### src/rtl/hazard_ctrl_if.sv
`default_nettype none
// ============================================================================
//  Module      : hazard_ctrl_if
//  Description : Signal bundle between the pipeline datapath and the hazard
//                controller. The "master" side is the pipeline: it reports
//                ID/EX/MEM stage information and consumes the control
//                outputs. The "slave" side is hazard_ctrl.
//  Signals     : id_Rs1/id_Rs2/id_uses_rs1/id_uses_rs2 - ID operand usage
//                ex_memRead/ex_regToWrite              - load in EX
//                mem_branch_taken                      - MEM branch redirect
//                dmem_req/dmem_ready                   - data-memory handshake
//                pc_write/if_id_write/if_id_flush/doNOP/ex_mem_flush/
//                pipe_hold                             - pipeline control
//                mem_timeout/stall_cnt/flush_cnt       - status and counters
//  Revision    : 1.0 - initial release
// ============================================================================
interface hazard_ctrl_if #(
   parameter int REG_NUM_BITWIDTH = 5,
   parameter int CNT_BITWIDTH     = 16
);
   logic [REG_NUM_BITWIDTH-1:0] id_Rs1;
   logic [REG_NUM_BITWIDTH-1:0] id_Rs2;
   logic                        id_uses_rs1;
   logic                        id_uses_rs2;
   logic                        ex_memRead;
   logic [REG_NUM_BITWIDTH-1:0] ex_regToWrite;
   logic                        mem_branch_taken;
   logic                        dmem_req;
   logic                        dmem_ready;
   logic                        pc_write;
   logic                        if_id_write;
   logic                        if_id_flush;
   logic                        doNOP;
   logic                        ex_mem_flush;
   logic                        pipe_hold;
   logic                        mem_timeout;
   logic [CNT_BITWIDTH-1:0]     stall_cnt;
   logic [CNT_BITWIDTH-1:0]     flush_cnt;

   modport master (
      output id_Rs1, id_Rs2, id_uses_rs1, id_uses_rs2,
      output ex_memRead, ex_regToWrite, mem_branch_taken,
      output dmem_req, dmem_ready,
      input  pc_write, if_id_write, if_id_flush, doNOP, ex_mem_flush,
      input  pipe_hold, mem_timeout, stall_cnt, flush_cnt
   );

   modport slave (
      input  id_Rs1, id_Rs2, id_uses_rs1, id_uses_rs2,
      input  ex_memRead, ex_regToWrite, mem_branch_taken,
      input  dmem_req, dmem_ready,
      output pc_write, if_id_write, if_id_flush, doNOP, ex_mem_flush,
      output pipe_hold, mem_timeout, stall_cnt, flush_cnt
   );
endinterface
`default_nettype wire

### src/rtl/hazard_ctrl.sv
`default_nettype none
// ============================================================================
//  Module      : hazard_ctrl
//  Description : Pipeline hazard and stall controller. Handles load-use
//                bubbles, taken-branch redirects with a multi-cycle IF/ID
//                flush window, data-memory wait states with a sticky timeout
//                flag, and saturating stall/flush performance counters.
//                Control outputs are combinational from state plus inputs.
//  Ports       : clk   - rising-edge clock
//                rst_n - asynchronous active-low reset
//                bus   - hazard_ctrl_if.slave (pipeline status in, control
//                        and counters out)
//  Revision    : 1.0 - initial release
// ============================================================================
module hazard_ctrl #(
   parameter int REG_NUM_BITWIDTH = 5,
   parameter int FLUSH_CYCLES     = 2,
   parameter int MAX_WAIT         = 64,
   parameter int CNT_BITWIDTH     = 16
) (
   input  logic          clk,
   input  logic          rst_n,
   hazard_ctrl_if.slave  bus
);

   localparam int FL_W = (FLUSH_CYCLES > 1) ? $clog2(FLUSH_CYCLES) : 1;
   localparam int WC_W = $clog2(MAX_WAIT + 1);
   localparam logic [FL_W-1:0] FL_RELOAD  = FL_W'(FLUSH_CYCLES - 1);
   localparam logic [WC_W-1:0] WAIT_LIMIT = WC_W'(MAX_WAIT);

   typedef enum logic [1:0] {
      RUN     = 2'd0,
      FLUSH   = 2'd1,
      MEMWAIT = 2'd2
   } state_t;

   state_t                      r_state, w_state_nxt, w_eff_state;
   logic [FL_W-1:0]             r_flush_left, w_flush_left_nxt;
   logic [WC_W-1:0]             r_wait_cnt, w_wait_cnt_nxt;
   logic                        r_mem_timeout, w_mem_timeout_nxt;
   logic [CNT_BITWIDTH-1:0]     r_stall_cnt, r_flush_cnt;

   logic [REG_NUM_BITWIDTH-1:0] w_rs1, w_rs2, w_rd;
   logic                        w_mem_stall, w_lu_hazard, w_branch;
   logic                        w_pc_write, w_if_id_write, w_if_id_flush;
   logic                        w_do_nop, w_ex_mem_flush, w_pipe_hold;

   assign w_rs1 = bus.id_Rs1;
   assign w_rs2 = bus.id_Rs2;
   assign w_rd  = bus.ex_regToWrite;

   assign w_mem_stall = bus.dmem_req & ~bus.dmem_ready;
   // r0 is hard-wired zero, so a load targeting it never creates a hazard.
   assign w_lu_hazard = bus.ex_memRead && (w_rd != '0) &&
                        ((bus.id_uses_rs1 && (w_rs1 == w_rd)) ||
                         (bus.id_uses_rs2 && (w_rs2 == w_rd)));

   // Next-state and control outputs, highest priority first.
   always_comb begin
      w_pc_write        = 1'b1;
      w_if_id_write     = 1'b1;
      w_if_id_flush     = 1'b0;
      w_do_nop          = 1'b0;
      w_ex_mem_flush    = 1'b0;
      w_pipe_hold       = 1'b0;
      w_branch          = 1'b0;
      // Leaving MEMWAIT resumes whatever the stall interrupted: a pending
      // flush window (flush_left held non-zero) or normal running.
      w_eff_state       = r_state;
      if (r_state == MEMWAIT)
         w_eff_state = (r_flush_left != '0) ? FLUSH : RUN;
      w_state_nxt       = w_eff_state;
      w_flush_left_nxt  = r_flush_left;
      w_wait_cnt_nxt    = '0;
      w_mem_timeout_nxt = r_mem_timeout;

      if (w_mem_stall) begin
         w_pc_write     = 1'b0;
         w_if_id_write  = 1'b0;
         w_pipe_hold    = 1'b1;
         w_state_nxt    = MEMWAIT;
         w_wait_cnt_nxt = (r_wait_cnt != WAIT_LIMIT) ? r_wait_cnt + WC_W'(1) : r_wait_cnt;
         if (w_wait_cnt_nxt == WAIT_LIMIT)
            w_mem_timeout_nxt = 1'b1;
      end else if (bus.mem_branch_taken) begin
         w_branch       = 1'b1;
         w_if_id_flush  = 1'b1;
         w_do_nop       = 1'b1;
         w_ex_mem_flush = 1'b1;
         if (FLUSH_CYCLES > 1) begin
            w_state_nxt      = FLUSH;
            w_flush_left_nxt = FL_RELOAD;
         end else begin
            w_state_nxt      = RUN;
            w_flush_left_nxt = '0;
         end
      end else if (w_eff_state == FLUSH) begin
         w_if_id_flush    = 1'b1;
         w_do_nop         = 1'b1;
         w_flush_left_nxt = r_flush_left - FL_W'(1);
         w_state_nxt      = (r_flush_left == FL_W'(1)) ? RUN : FLUSH;
      end else if (w_lu_hazard) begin
         w_pc_write    = 1'b0;
         w_if_id_write = 1'b0;
         w_do_nop      = 1'b1;
      end
   end

   always_ff @(posedge clk or negedge rst_n) begin
      if (!rst_n) begin
         r_state       <= RUN;
         r_flush_left  <= '0;
         r_wait_cnt    <= '0;
         r_mem_timeout <= 1'b0;
         r_stall_cnt   <= '0;
         r_flush_cnt   <= '0;
      end else begin
         r_state       <= w_state_nxt;
         r_flush_left  <= w_flush_left_nxt;
         r_wait_cnt    <= w_wait_cnt_nxt;
         r_mem_timeout <= w_mem_timeout_nxt;
         if (!w_pc_write && (r_stall_cnt != '1))
            r_stall_cnt <= r_stall_cnt + CNT_BITWIDTH'(1);
         if (w_branch && (r_flush_cnt != '1))
            r_flush_cnt <= r_flush_cnt + CNT_BITWIDTH'(1);
      end
   end

   assign bus.pc_write     = w_pc_write;
   assign bus.if_id_write  = w_if_id_write;
   assign bus.if_id_flush  = w_if_id_flush;
   assign bus.doNOP        = w_do_nop;
   assign bus.ex_mem_flush = w_ex_mem_flush;
   assign bus.pipe_hold    = w_pipe_hold;
   assign bus.mem_timeout  = r_mem_timeout;
   assign bus.stall_cnt    = r_stall_cnt;
   assign bus.flush_cnt    = r_flush_cnt;

endmodule
`default_nettype wire

### src/flat_wrapper.sv
// flat-port wrapper written by rule: the top's interface ports become plain ports
module hazard_ctrl_flat 
#(
   parameter int REG_NUM_BITWIDTH = 5,
   parameter int FLUSH_CYCLES     = 2,
   parameter int MAX_WAIT         = 64,
   parameter int CNT_BITWIDTH     = 16
)
  (clk, rst_n, bus_id_Rs1, bus_id_Rs2, bus_id_uses_rs1, bus_id_uses_rs2, bus_ex_memRead, bus_ex_regToWrite, bus_mem_branch_taken, bus_dmem_req, bus_dmem_ready, bus_pc_write, bus_if_id_write, bus_if_id_flush, bus_doNOP, bus_ex_mem_flush, bus_pipe_hold, bus_mem_timeout, bus_stall_cnt, bus_flush_cnt);
  hazard_ctrl_if #(.REG_NUM_BITWIDTH(REG_NUM_BITWIDTH), .CNT_BITWIDTH(CNT_BITWIDTH)) bus_i ();
  input  logic clk;
  input  logic rst_n;
  input wire logic [$bits(bus_i.id_Rs1)-1:0] bus_id_Rs1;
  input wire logic [$bits(bus_i.id_Rs2)-1:0] bus_id_Rs2;
  input wire logic [$bits(bus_i.id_uses_rs1)-1:0] bus_id_uses_rs1;
  input wire logic [$bits(bus_i.id_uses_rs2)-1:0] bus_id_uses_rs2;
  input wire logic [$bits(bus_i.ex_memRead)-1:0] bus_ex_memRead;
  input wire logic [$bits(bus_i.ex_regToWrite)-1:0] bus_ex_regToWrite;
  input wire logic [$bits(bus_i.mem_branch_taken)-1:0] bus_mem_branch_taken;
  input wire logic [$bits(bus_i.dmem_req)-1:0] bus_dmem_req;
  input wire logic [$bits(bus_i.dmem_ready)-1:0] bus_dmem_ready;
  output wire logic [$bits(bus_i.pc_write)-1:0] bus_pc_write;
  output wire logic [$bits(bus_i.if_id_write)-1:0] bus_if_id_write;
  output wire logic [$bits(bus_i.if_id_flush)-1:0] bus_if_id_flush;
  output wire logic [$bits(bus_i.doNOP)-1:0] bus_doNOP;
  output wire logic [$bits(bus_i.ex_mem_flush)-1:0] bus_ex_mem_flush;
  output wire logic [$bits(bus_i.pipe_hold)-1:0] bus_pipe_hold;
  output wire logic [$bits(bus_i.mem_timeout)-1:0] bus_mem_timeout;
  output wire logic [$bits(bus_i.stall_cnt)-1:0] bus_stall_cnt;
  output wire logic [$bits(bus_i.flush_cnt)-1:0] bus_flush_cnt;
  assign bus_i.id_Rs1 = bus_id_Rs1;
  assign bus_i.id_Rs2 = bus_id_Rs2;
  assign bus_i.id_uses_rs1 = bus_id_uses_rs1;
  assign bus_i.id_uses_rs2 = bus_id_uses_rs2;
  assign bus_i.ex_memRead = bus_ex_memRead;
  assign bus_i.ex_regToWrite = bus_ex_regToWrite;
  assign bus_i.mem_branch_taken = bus_mem_branch_taken;
  assign bus_i.dmem_req = bus_dmem_req;
  assign bus_i.dmem_ready = bus_dmem_ready;
  assign bus_pc_write = bus_i.pc_write;
  assign bus_if_id_write = bus_i.if_id_write;
  assign bus_if_id_flush = bus_i.if_id_flush;
  assign bus_doNOP = bus_i.doNOP;
  assign bus_ex_mem_flush = bus_i.ex_mem_flush;
  assign bus_pipe_hold = bus_i.pipe_hold;
  assign bus_mem_timeout = bus_i.mem_timeout;
  assign bus_stall_cnt = bus_i.stall_cnt;
  assign bus_flush_cnt = bus_i.flush_cnt;
  hazard_ctrl #(.REG_NUM_BITWIDTH(REG_NUM_BITWIDTH), .FLUSH_CYCLES(FLUSH_CYCLES), .MAX_WAIT(MAX_WAIT), .CNT_BITWIDTH(CNT_BITWIDTH)) u_core (.clk(clk), .rst_n(rst_n), .bus(bus_i));
endmodule
### config.mk
export PLATFORM = sky130hd
export DESIGN_NAME = hazard_ctrl_flat
export DESIGN_NICKNAME = d
export VERILOG_FILES = /design/src/rtl/hazard_ctrl_if.sv /design/src/rtl/hazard_ctrl.sv /design/src/flat_wrapper.sv
export SDC_FILE = /design/constraint.sdc
export NUM_CORES = 1
export LEC_CHECK = 0
export ABC_AREA = 1
export CORE_AREA = 4 4 78 80
export DETAILED_ROUTE_END_ITERATION = 10
export DIE_AREA = 0 0 82 84
export GPL_TIMING_DRIVEN = 0
export PLACE_DENSITY = 0.88
export SETUP_SLACK_MARGIN = 0.1
export SYNTH_ARGS = -nofsm -noshare
export SYNTH_HDL_FRONTEND = slang
export SYNTH_SLANG_ARGS = --single-unit
### constraint.sdc
create_clock -name clk -period 2.25 [get_ports clk]
set_clock_uncertainty 0.2 [all_clocks]
set_input_delay 0.225 -clock clk [delete_from_list [all_inputs] [get_ports clk]]
set_output_delay 0.225 -clock clk [all_outputs]
set_load 0.005 [all_outputs]
# Yosys cells after proc, flatten, opt, wreduce, memory -nomap -nowiden
# Index checks and enable logic that the tools add are counted.
[word_totals]
inputBits = 23
word_cells = 57
reg_bits = 43
output_inout_bits = 39
[classes]
n_eq_ne = 8
n_mux = 24
n_addsub = 4
bitwise = 3
reduce_logical = 12
[op_table]
columns = ["cell", "count"]
rows = [
  ["16-bit by 1-bit adder with 16-bit output (second input constant)", 2],
  ["16-bit inequality test (second input constant)", 2],
  ["1-bit two-way mux", 18],
  ["7-bit two-way mux", 2],
  ["5-bit == test", 2],
  ["2-bit two-way mux", 4],
  ["7-bit by 1-bit adder with 7-bit output (second input constant)", 1],
  ["7-bit == test (second input constant)", 1],
  ["7-bit inequality test (second input constant)", 1],
  ["1-bit logical AND", 6],
  ["5-bit nonzero test", 1],
  ["2-bit AND reduction", 2],
  ["2-bit by 1-bit == test with 1-bit output (second input constant)", 1],
  ["2-bit == test (second input constant)", 1],
  ["1-bit NOT", 2],
  ["2-bit nonzero test", 1],
  ["1-bit bitwise AND", 1],
  ["1-bit logical NOT", 1],
  ["1-bit logical OR", 1],
  ["1-bit subtractor (second input constant)", 1],
]

# Longest topological paths before layout
# Gate-level depths: netlist of run 1.
[logic_depth]
word_depth = 10
mapped_depth = 12
mapped_depth_nobuf = 11

# Worst setup path after synthesis of run 1
# Ideal clock, no wire load.
[synth_timing]
path_kind = "reg2reg"
from = "reg u_core.r_stall_cnt[0], in the netlist u_core.bus.stall_cnt[0]"
to = "reg u_core.r_stall_cnt[13], in the netlist u_core.bus.stall_cnt[13]"
synth_period_minus_slack_ps = 1766
t_arrival_ps = 1449
n_path_buf = 1
required_time_ps = 1933
path_stages_with_launch = 10
setup_ps = 117
path_slack_ps = 484
cell_sequence = "dfrtp_1 ha_1 nand3_2 nor2_4 nand2_2 nor2_4 nand2_4 buf_2 nand4_1 nand2_1"
[synth_between]
elab_chain_len = 2
word_cells_on_any_way = 3
cone_classes = "add/sub (1); eq/ne (1); reduce/logical (1)"
[synth_lines]
columns = ["element", "line", "source"]
rows = [
  ["from (decl)", "hazard_ctrl.sv:41", "logic [CNT_BITWIDTH-1:0] r_stall_cnt, r_flush_cnt;"],
  ["from (signal assigned)", "hazard_ctrl.sv:123", "r_stall_cnt <= r_stall_cnt + CNT_BITWIDTH'(1);"],
  ["parallel branches: the longest is 2 deep, another holds 16-bit by 1-bit adder with 16-bit output", "--", ""],
]
# Parallel ways; which one is timed is not known.
# A chain may end at the register's enable or synchronous reset.

# Worst setup path after layout of run 1
[layout_timing]
from = "in bus_id_Rs1[0]"
to = "out bus_pc_write"
[layout_between]
elab_chain_len = 8
[layout_lines]
columns = ["element", "line", "source"]
rows = [
  ["from (decl)", "flat_wrapper.sv:13", "input wire logic [$bits(bus_i.id_Rs1)-1:0] bus_id_Rs1;"],
  ["5-bit == test", "hazard_ctrl.sv:55", "((bus.id_uses_rs1 && (w_rs1 == w_rd)) ||"],
  ["1-bit logical AND", "hazard_ctrl.sv:55", ""],
  ["1-bit logical OR", "hazard_ctrl.sv:55", ""],
  ["1-bit logical AND", "hazard_ctrl.sv:54", "assign w_lu_hazard = bus.ex_memRead && (w_rd != '0) &&"],
  ["1-bit two-way mux", "hazard_ctrl.sv:102", "end else if (w_lu_hazard) begin"],
  ["1-bit two-way mux", "hazard_ctrl.sv:97", "end else if (w_eff_state == FLUSH) begin"],
  ["1-bit two-way mux", "hazard_ctrl.sv:85", "end else if (bus.mem_branch_taken) begin"],
  ["1-bit two-way mux", "hazard_ctrl.sv:77", "if (w_mem_stall) begin"],
  ["to (decl)", "flat_wrapper.sv:22", "output wire logic [$bits(bus_i.pc_write)-1:0] bus_pc_write;"],
]
# No other way between the ends.

==> results of run 1 <==
[logic make-up after synthesis]
kind of cell	after synthesis
adder cells (fa/ha/maj)	4
AO/OA/AOI/OAI	14
buffers and inverters	48
XOR/XNOR	32
AND/OR/NAND/NOR	213
flip-flops	43
[sequential cells by signal, indices dropped and copies added, names as in the netlist]
name / cells
u_core.bus.flush_cnt: 16
u_core.r_wait_cnt: 7
u_core.bus.stall_cnt: 16
u_core.r_state: 2
u_core.r_flush_left: 1
u_core.bus.mem_timeout: 1
[final timing paths]
path	start	slack, ns	to
worst min register to register	u_core.bus.mem_timeout$_DFFE_PN0P_	0.28	u_core.bus.mem_timeout$_DFFE_PN0P_
worst max register to register	u_core.bus.flush_cnt[0]$_DFFE_PN0P_	0.27	u_core.bus.flush_cnt[12]$_DFFE_PN0P_
worst min-delay path	rst_n	0.20	u_core.bus.stall_cnt[8]$_DFFE_PN0P_
min in group clk	u_core.bus.mem_timeout$_DFFE_PN0P_	0.28	u_core.bus.mem_timeout$_DFFE_PN0P_
worst max-delay path	bus_id_Rs1[0]	0.15	bus_pc_write
max in group asynchronous	rst_n	1.15	u_core.bus.mem_timeout$_DFFE_PN0P_
[worst register-to-register path: cells and delay by family, from the launching register on]
kind | cells | cell delay, ns
xor gates and xnor gates | 1 | 0.14
adders and majority gates | 1 | 0.18
buffers and inverters | 2 | 0.26
DFF | 1 | 0.44
and+or+nand+nor | 4 | 0.66
[cell type report]
type / instances / area, µm² / share of cell area [%]
inverter: 41 / 156 / 4.46
tap: 72 / 90.1 / 2.57
clock buffer: 6 / 82.6 / 2.35
multi-input combinational: 263 / 1370 / 39.1
buffer: 7 / 61.3 / 1.75
timing repair buffer: 68 / 663 / 18.9
sequential: 43 / 1080 / 30.7
clock inverter: 1 / 5.00 / 0.143
[cells in the final DEF (no fill, tap or decap), drive strengths merged]
cell | Yosys | routed
dlygate4sd2 | 0 | 8
xor2 | 20 | 20
clkbuf | 0 | 7
dfrtp | 43 | 43
clkinv | 0 | 1
nor3 | 7 | 7
xnor2 | 12 | 12
nand3 | 20 | 20
a21oi | 3 | 3
inv | 41 | 41
clkdlybuf4s50 | 0 | 45
buf | 7 | 15
or2 | 1 | 1
ha | 4 | 4
nand2 | 112 | 112
dlymetal6s2s | 0 | 4
o21ai | 11 | 11
nand4 | 22 | 22
nor2 | 50 | 50
clkdlybuf4s15 | 0 | 1
dlygate4sd3 | 0 | 1
nor3b | 1 | 1
[metrics by stage]
stage | power [mW] | util, % | hold WS [ns] | cell area [µm²] | TNS, ns
2_1_floorplan | 1.26 | - | -0.271 | 2640 | 0
3_3_place_gp | 1.58 | 61.7 | 0.252 | 3340 | -15.69
3_5_place_dp | 1.61 | 62.0 | -0.00567 | 3350 | -1.40
4_1_cts | 2.13 | 64.8 | 0.199 | 3500 | 0
5_1_grt | 2.25 | 64.9 | 0.261 | 3510 | 0
6_report | 2.11 | 64.9 | 0.197 | 3510 | 0
[per-layer routing]
layer | up-vias | share of wire, % | routed length (µm)
met4 | 0 | 1.4 | 92
li1 | 1267 | - | -
met1 | 1204 | 42 | 2780
met3 | 12 | 4.7 | 310
met5 | - | 0 | 0
met2 | 75 | 52 | 3430
[what timing repair did]
item,CTS,global route
hold buffers,1,0
endpoints found under the setup margin,4,4
pin swaps,7,6
buffers inserted,5,0
gates cloned,0,0
resized for setup,23,9
hold endpoints to repair,17,0
[where the power goes]
group / internal [mW] / total, mW / switching [mW] / leakage [nW]
combinational: 0.327 / 0.595 / 0.267 / 1.11
clock: 0.241 / 0.501 / 0.260 / 0.0470
sequential: 0.871 / 1.01 / 0.142 / 0.567
total: 1.44 / 2.11 / 0.669 / 1.73
==> qor.yml, run 1 <==
final_layout:
  syn_to_final_growth_pct: 33.1
  antenna_cells: 0
  final-instance-count-excl-fill: 501
  drive_above_1_share_pct: 10.7
  num-nets-final: 456
  fill_cells: 454
grt:
  grt_util_met3_pct: 4.32
  grt_use_total_pct: 20.3
  grt_use_met1_pct: 25.1
  top_usage_layer: "met2"
  grt_max_degree: 27
  grt_first_pass_wirelength_mm: 11.1
  antenna_found_initial: 0
  grt_pass1_vias: 2531
  overflow: 0
  grtUsageMet2_pct: 34.2
timing:
  finalSetupViolations: 0
  setup_ws_ns: 0.151
  period_needed_ns: 2.10
  period_share_pct: 93.3
  fmaxAchievable_mhz: 477
  tightest_slew_ns: 0.445
  slew_headroom_pct: 70.3
  drv_slew: 0
  hold_violations: 0
  rsz0062_at_grt: "true"
synthesis:
  yosys_register_bits: 43
  ys_async_sr_fraction_pct: 100
  yosysTopAreaCell: "dfrtp_1"
  yosys-top-cells-area: "dfrtp_1 41%, nand2_1 16%, xor2_1 6.6%, nor2_1 6.6%, nand4_1 5.2%"
  synth_top_area_share_pct: 40.8
  synthCells: 354
  synthMuxAreaShare_pct: 0
  synth_edf_count: 0
  syn_nets: 381
  synth_top_family_by_area: "simple AND/OR/NAND/NOR gates"
  yosys.cell_count.top_type: "nand2_1"
  ys_types: 27
  synth_warnings: 0
  synthTopCellsByCount: "109 x nand2_1, 46 x nor2_1, 43 x dfrtp_1"
  synth_xor_area_share_pct: 10.6
  yosys.area_share.simple_pct: 36.2
  ys_seq_area_share_pct: 40.8
  syn_area_per_cell_um2: 7.44
  netlist_area_um2: 2640
  ys.flop_type: "dfrtp_1"
  synth_adder_area_share_pct: 1.90
  synth_compound_area_share_pct: 2.80
critical_path:
  slowest_stage: "clkdlybuf4s50_1"
  crit_buf_inv: 5
  crit_cells: 13
  cp_common_cell: "nand2_1"
  path_class: "in2out"
  crit_required_ns: 1.82
  reg2regPathDepth: 8
  cp-start-kind: "input port"
  path_cells: "clkdlybuf4s50_1, inv_1, nand2_1, nand2_1, nor2_1, nand3_1, nand2_1, nand2_2, nand2_4, buf_6, nand2_1, buf_4, clkbuf_2"
  critical_path.top_delay_family: "buffers and inverters"
  worstPathArrival_ns: 1.67
  slowest_delay_ns: 0.45
  end_kind: "output port"
  crit_path_max_fanout: 2
route:
  wl_mm: 6.62
  via_count: 2558
  ant_nets: 0
  drc: 0
  vias_per_cell: 5.11
  wire_per_inst_um: 13.2
  drt_iter0_markers: 113
  first_pass_iters: 4
clock_network:
  path_clk_slew_ns: 0.08
  cts_buffers: 5
  clockBufferDepth: 2
  cts_sinks: 43
  insertion_delay_ns: 0.29
  cts_max_level: 2
  clock-root-buffer: "clkbuf_8"
  cts_tree: "built"
die:
  start_util_pct: 48.7
  die_h_um: 84
  dieArea_um2: 6890
  die_w_um: 82
  rows: 27
  core_area_um2: 5410
  ioPinCount: 62
placed_design:
  dpl.hpwl_mm: 4.96
  place_congestion: 0.929
  dp_slack_ns: -0.539
  dp.cells: 488
  portBuffers: 61
power_and_ir_drop:
  power_density_nw_per_um2: 601
  p_leak_nw: 1.73
  ir_worst_vdd_mv: 0.561
status:
  status: "finished, final reports clean"
min_path:
  min_path_type: "in2async"
job:
  cap_viol_max_count: 0
Note: power is estimated with default switching activity, not from simulation.
==> inputs of run 2 (changes only) <==
--- a/config.mk
+++ b/config.mk
@@ -6,12 +6,14 @@
 export NUM_CORES = 1
 export LEC_CHECK = 0
 export ABC_AREA = 1
-export CORE_AREA = 4 4 78 80
+export CORE_AREA = 4 4 75 77
+export CTS_CLUSTER_DIAMETER = 200
 export DETAILED_ROUTE_END_ITERATION = 10
-export DIE_AREA = 0 0 82 84
+export DIE_AREA = 0 0 79 81
 export GPL_TIMING_DRIVEN = 0
-export PLACE_DENSITY = 0.88
+export PLACE_DENSITY = 0.94
 export SETUP_SLACK_MARGIN = 0.1
+export SLEW_MARGIN = 40
 export SYNTH_ARGS = -nofsm -noshare
 export SYNTH_HDL_FRONTEND = slang
 export SYNTH_SLANG_ARGS = --single-unit
==> constraint.sdc (replaced) <==
create_clock -name clk -period 2.5 [get_ports clk]
set_clock_uncertainty 0.2 [all_clocks]
set_input_delay 0.25 -clock clk [delete_from_list [all_inputs] [get_ports clk]]
set_output_delay 0.25 -clock clk [all_outputs]
set_load 0.005 [all_outputs]
==> run 2 against run 1 <==
  * Via count decreased by 0.43%
  * Count of clock-buffer cells in the layout down 1
  * Register-to-register slack improved by 0.27 ns
  * Final area is 1.2% lower
  * Die area down 7.1%
  * Hold slack better by 0.063 ns
  * Largest power group unchanged
==> qor.yml, run 2 (same netlist as run 1, synthesis figures left out) <==
status:
  status: "finished, final reports clean"
timing:
  fmaxAchievable_mhz: 438
  rsz0062_at_grt: "false"
  tightest_slew_ns: 0.528  # +0.0829 ns
  period_share_pct: 91.3
  hold-worst-slack_ns: 0.261  # +0.0634 ns
  drv_slew: 0  # unchanged
  finalSetupViolations: 0  # unchanged
  totalNegativeSetupSlack_ns: 0  # unchanged
  period_needed_ns: 2.28
  slew_headroom_pct: 64.8  # -5.5 points
  hold_violations: 0  # unchanged
critical_path:
  end_kind: "output port"
  cp_common_cell: "a21oi_1"
  worstPathArrival_ns: 1.83  # +0.16 ns
  reg2reg_setup_slack_ns: 0.54  # +0.27 ns
  critical_path.top_delay_family: "buffers and inverters"
  cp-start-kind: "flip-flop"
  path_cells: "a21oi_1, a21oi_1, o21ai_2, buf_6, inv_2, clkdlybuf4s50_1"
  path_class: "reg2out"
  crit_buf_inv: 3  # -2
  slowest_stage: "clkdlybuf4s50_1"
  crit_path_max_fanout: 10  # +8
  crit_required_ns: 2.05  # +0.23 ns
  slowest_delay_ns: 0.46  # about the same
grt:
  grt_use_total_pct: 21.3  # +0.97 points
  antenna_found_initial: 0  # unchanged
  grt_max_degree: 44  # +63%
  grt_first_pass_wirelength_mm: 10.7  # -3.3%
  grt_pass1_vias: 2458  # -2.9%
  overflow: 0  # unchanged
route:
  vias_per_cell: 5.15  # +0.78%
  wl_mm: 6.23  # -5.8%
  wl_met3_um: 361  # +16%
  top_layer_used: "met4"
  wirelength_met1_mm: 2.56  # -8.1%
  ant_nets: 0  # unchanged
  drt_iter0_markers: 139  # +23%
  wl_met2_mm: 3.17  # -7.6%
  wire_per_inst_um: 12.6  # -4.7%
  first_pass_iters: 4  # unchanged
  via_count: 2547  # -0.43%
  drc: 0  # unchanged
clock_network:
  clock-root-buffer: "clkbuf_8"
  cts_buffers: 5  # unchanged
  cts_max_level: 2  # unchanged
  cts_tree: "built"
  cts_sinks: 43  # unchanged
  clockBufferDepth: 2  # unchanged
  insertion_delay_ns: 0.30  # about the same
  path_clk_slew_ns: 0.08  # about the same
final_layout:
  num-nets-final: 452  # -0.88%
  syn_to_final_growth_pct: 31.5
  postLayoutCellArea_um2: 3460  # -1.2%
  antenna_cells: 0  # unchanged
  final_cell_mix: "108 x nand2_1, 52 x clkdlybuf4s50_1, 46 x nor2_1, 43 x dfrtp_1, 33 x inv_1"
  drive_above_1_share_pct: 8.94  # -1.8 points
  layout_commonest_cell: "nand2_1"
  fin_util_pct: 69.2  # +4.3 points
die:
  start_util_pct: 52.6  # +3.8 points
  die_w_um: 79  # -3.7%
  ioPinCount: 62  # unchanged
  die_h_um: 81  # -3.6%
  core_area_um2: 5010  # -7.3%
  dieArea_um2: 6400  # -7.1%
  rows: 26  # -3.7%
job:
  cap_viol_max_count: 0  # unchanged
placed_design:
  placed_area_um2: 3330  # -0.60%
  place_congestion: 0.943  # +1.5%
  dpl.hpwl_mm: 4.68  # -5.6%
  portBuffers: 61  # unchanged
power_and_ir_drop:
  ir_worst_vdd_mv: 0.568  # +1.3%
  p_leak_nw: 1.68  # -2.8%
  power_density_nw_per_um2: 536  # -11%
min_path:
  min_path_type: "in2async"
-- run 2: cell types whose count changed in the layout (fill, tap and decap cells not counted), moves of 2 or more --
cell,previous run,this run
buf_4,8,6
buf_2,3,1
clkdlybuf4s50_1,45,52
dlygate4sd2_1,8,5
-- run 2: cell type report --
| cell class | count | area, µm² |
|---|---|---|
| Fill cell | 389 | 1550 |
| Multi-Input combinational cell | 263 | 1370 |
| Sequential cell | 43 | 1080 |
| Timing Repair Buffer | 65 | 642 |
| Inverter | 41 | 156 |
| Tap cell | 70 | 87.6 |
| Clock buffer | 5 | 68.8 |
| Buffer | 6 | 53.8 |
| Clock inverter | 2 | 13.8 |
-- run 2: power breakdown --
group / leakage, nW / internal [mW] / switching, mW
logic: 1.07 / 0.291 / 0.228
registers: 0.567 / 0.784 / 0.127
clock network: 0.0440 / 0.191 / 0.237
total: 1.68 / 1.27 / 0.592
-- run 2: metrics by stage --
step                worst slack (ns)  instances  power [mW]
floorplan                      0.734        354        1.14
global placement              -0.235        485        1.42
detailed placement            -0.339        485        1.43
CTS                            0.100        495        1.87
global route                   0.104        495        1.99
finish                         0.217        495        1.86
-- run 2: what timing repair did --
item / CTS / global route
setup endpoints to repair: 4 / 3
pin swaps: 3 / 0
hold buffers: 1 / 0
gates resized for setup: 10 / 6
endpoints found under the hold margin: 43 / 0
buffers inserted: 3 / 0
-- run 2: worst reg2reg max path: stages, from the launching register on --
cell     delay [ns]
dfrtp_1        0.42
ha_1           0.24
nand3_2        0.14
nor2_4         0.15
nand2_2        0.08
nor2_4         0.13
nand2_4        0.10
buf_2          0.20
nand4_1        0.12
nand2_1        0.07
-- run 2: worst paths after layout --
| check | start | endpoint | cells after the start |
|---|---|---|---|
| setup / recovery | u_core.r_state[1]$_DFF_PN0_ | bus_if_id_flush | 6 |
| hold / removal | rst_n | u_core.bus.stall_cnt[9]$_DFFE_PN0P_ | 2 |
| setup reg to reg | u_core.bus.stall_cnt[0]$_DFFE_PN0P_ | u_core.bus.stall_cnt[14]$_DFFE_PN0P_ | 9 |
| hold reg to reg | u_core.bus.mem_timeout$_DFFE_PN0P_ | u_core.bus.mem_timeout$_DFFE_PN0P_ | 2 |
| max in group asynchronous | rst_n | u_core.bus.stall_cnt[4]$_DFFE_PN0P_ | 2 |
| min in group clk | u_core.bus.mem_timeout$_DFFE_PN0P_ | u_core.bus.mem_timeout$_DFFE_PN0P_ | 2 |
-- run 2: per-layer routing --
metal | global-route usage (%) | vias up
met4 | 9.28 | 0
met3 | 4.10 | 15
met2 | 36.4 | 76
li1 | - | 1252
met1 | 26.3 | 1204
met5 | 0 | -
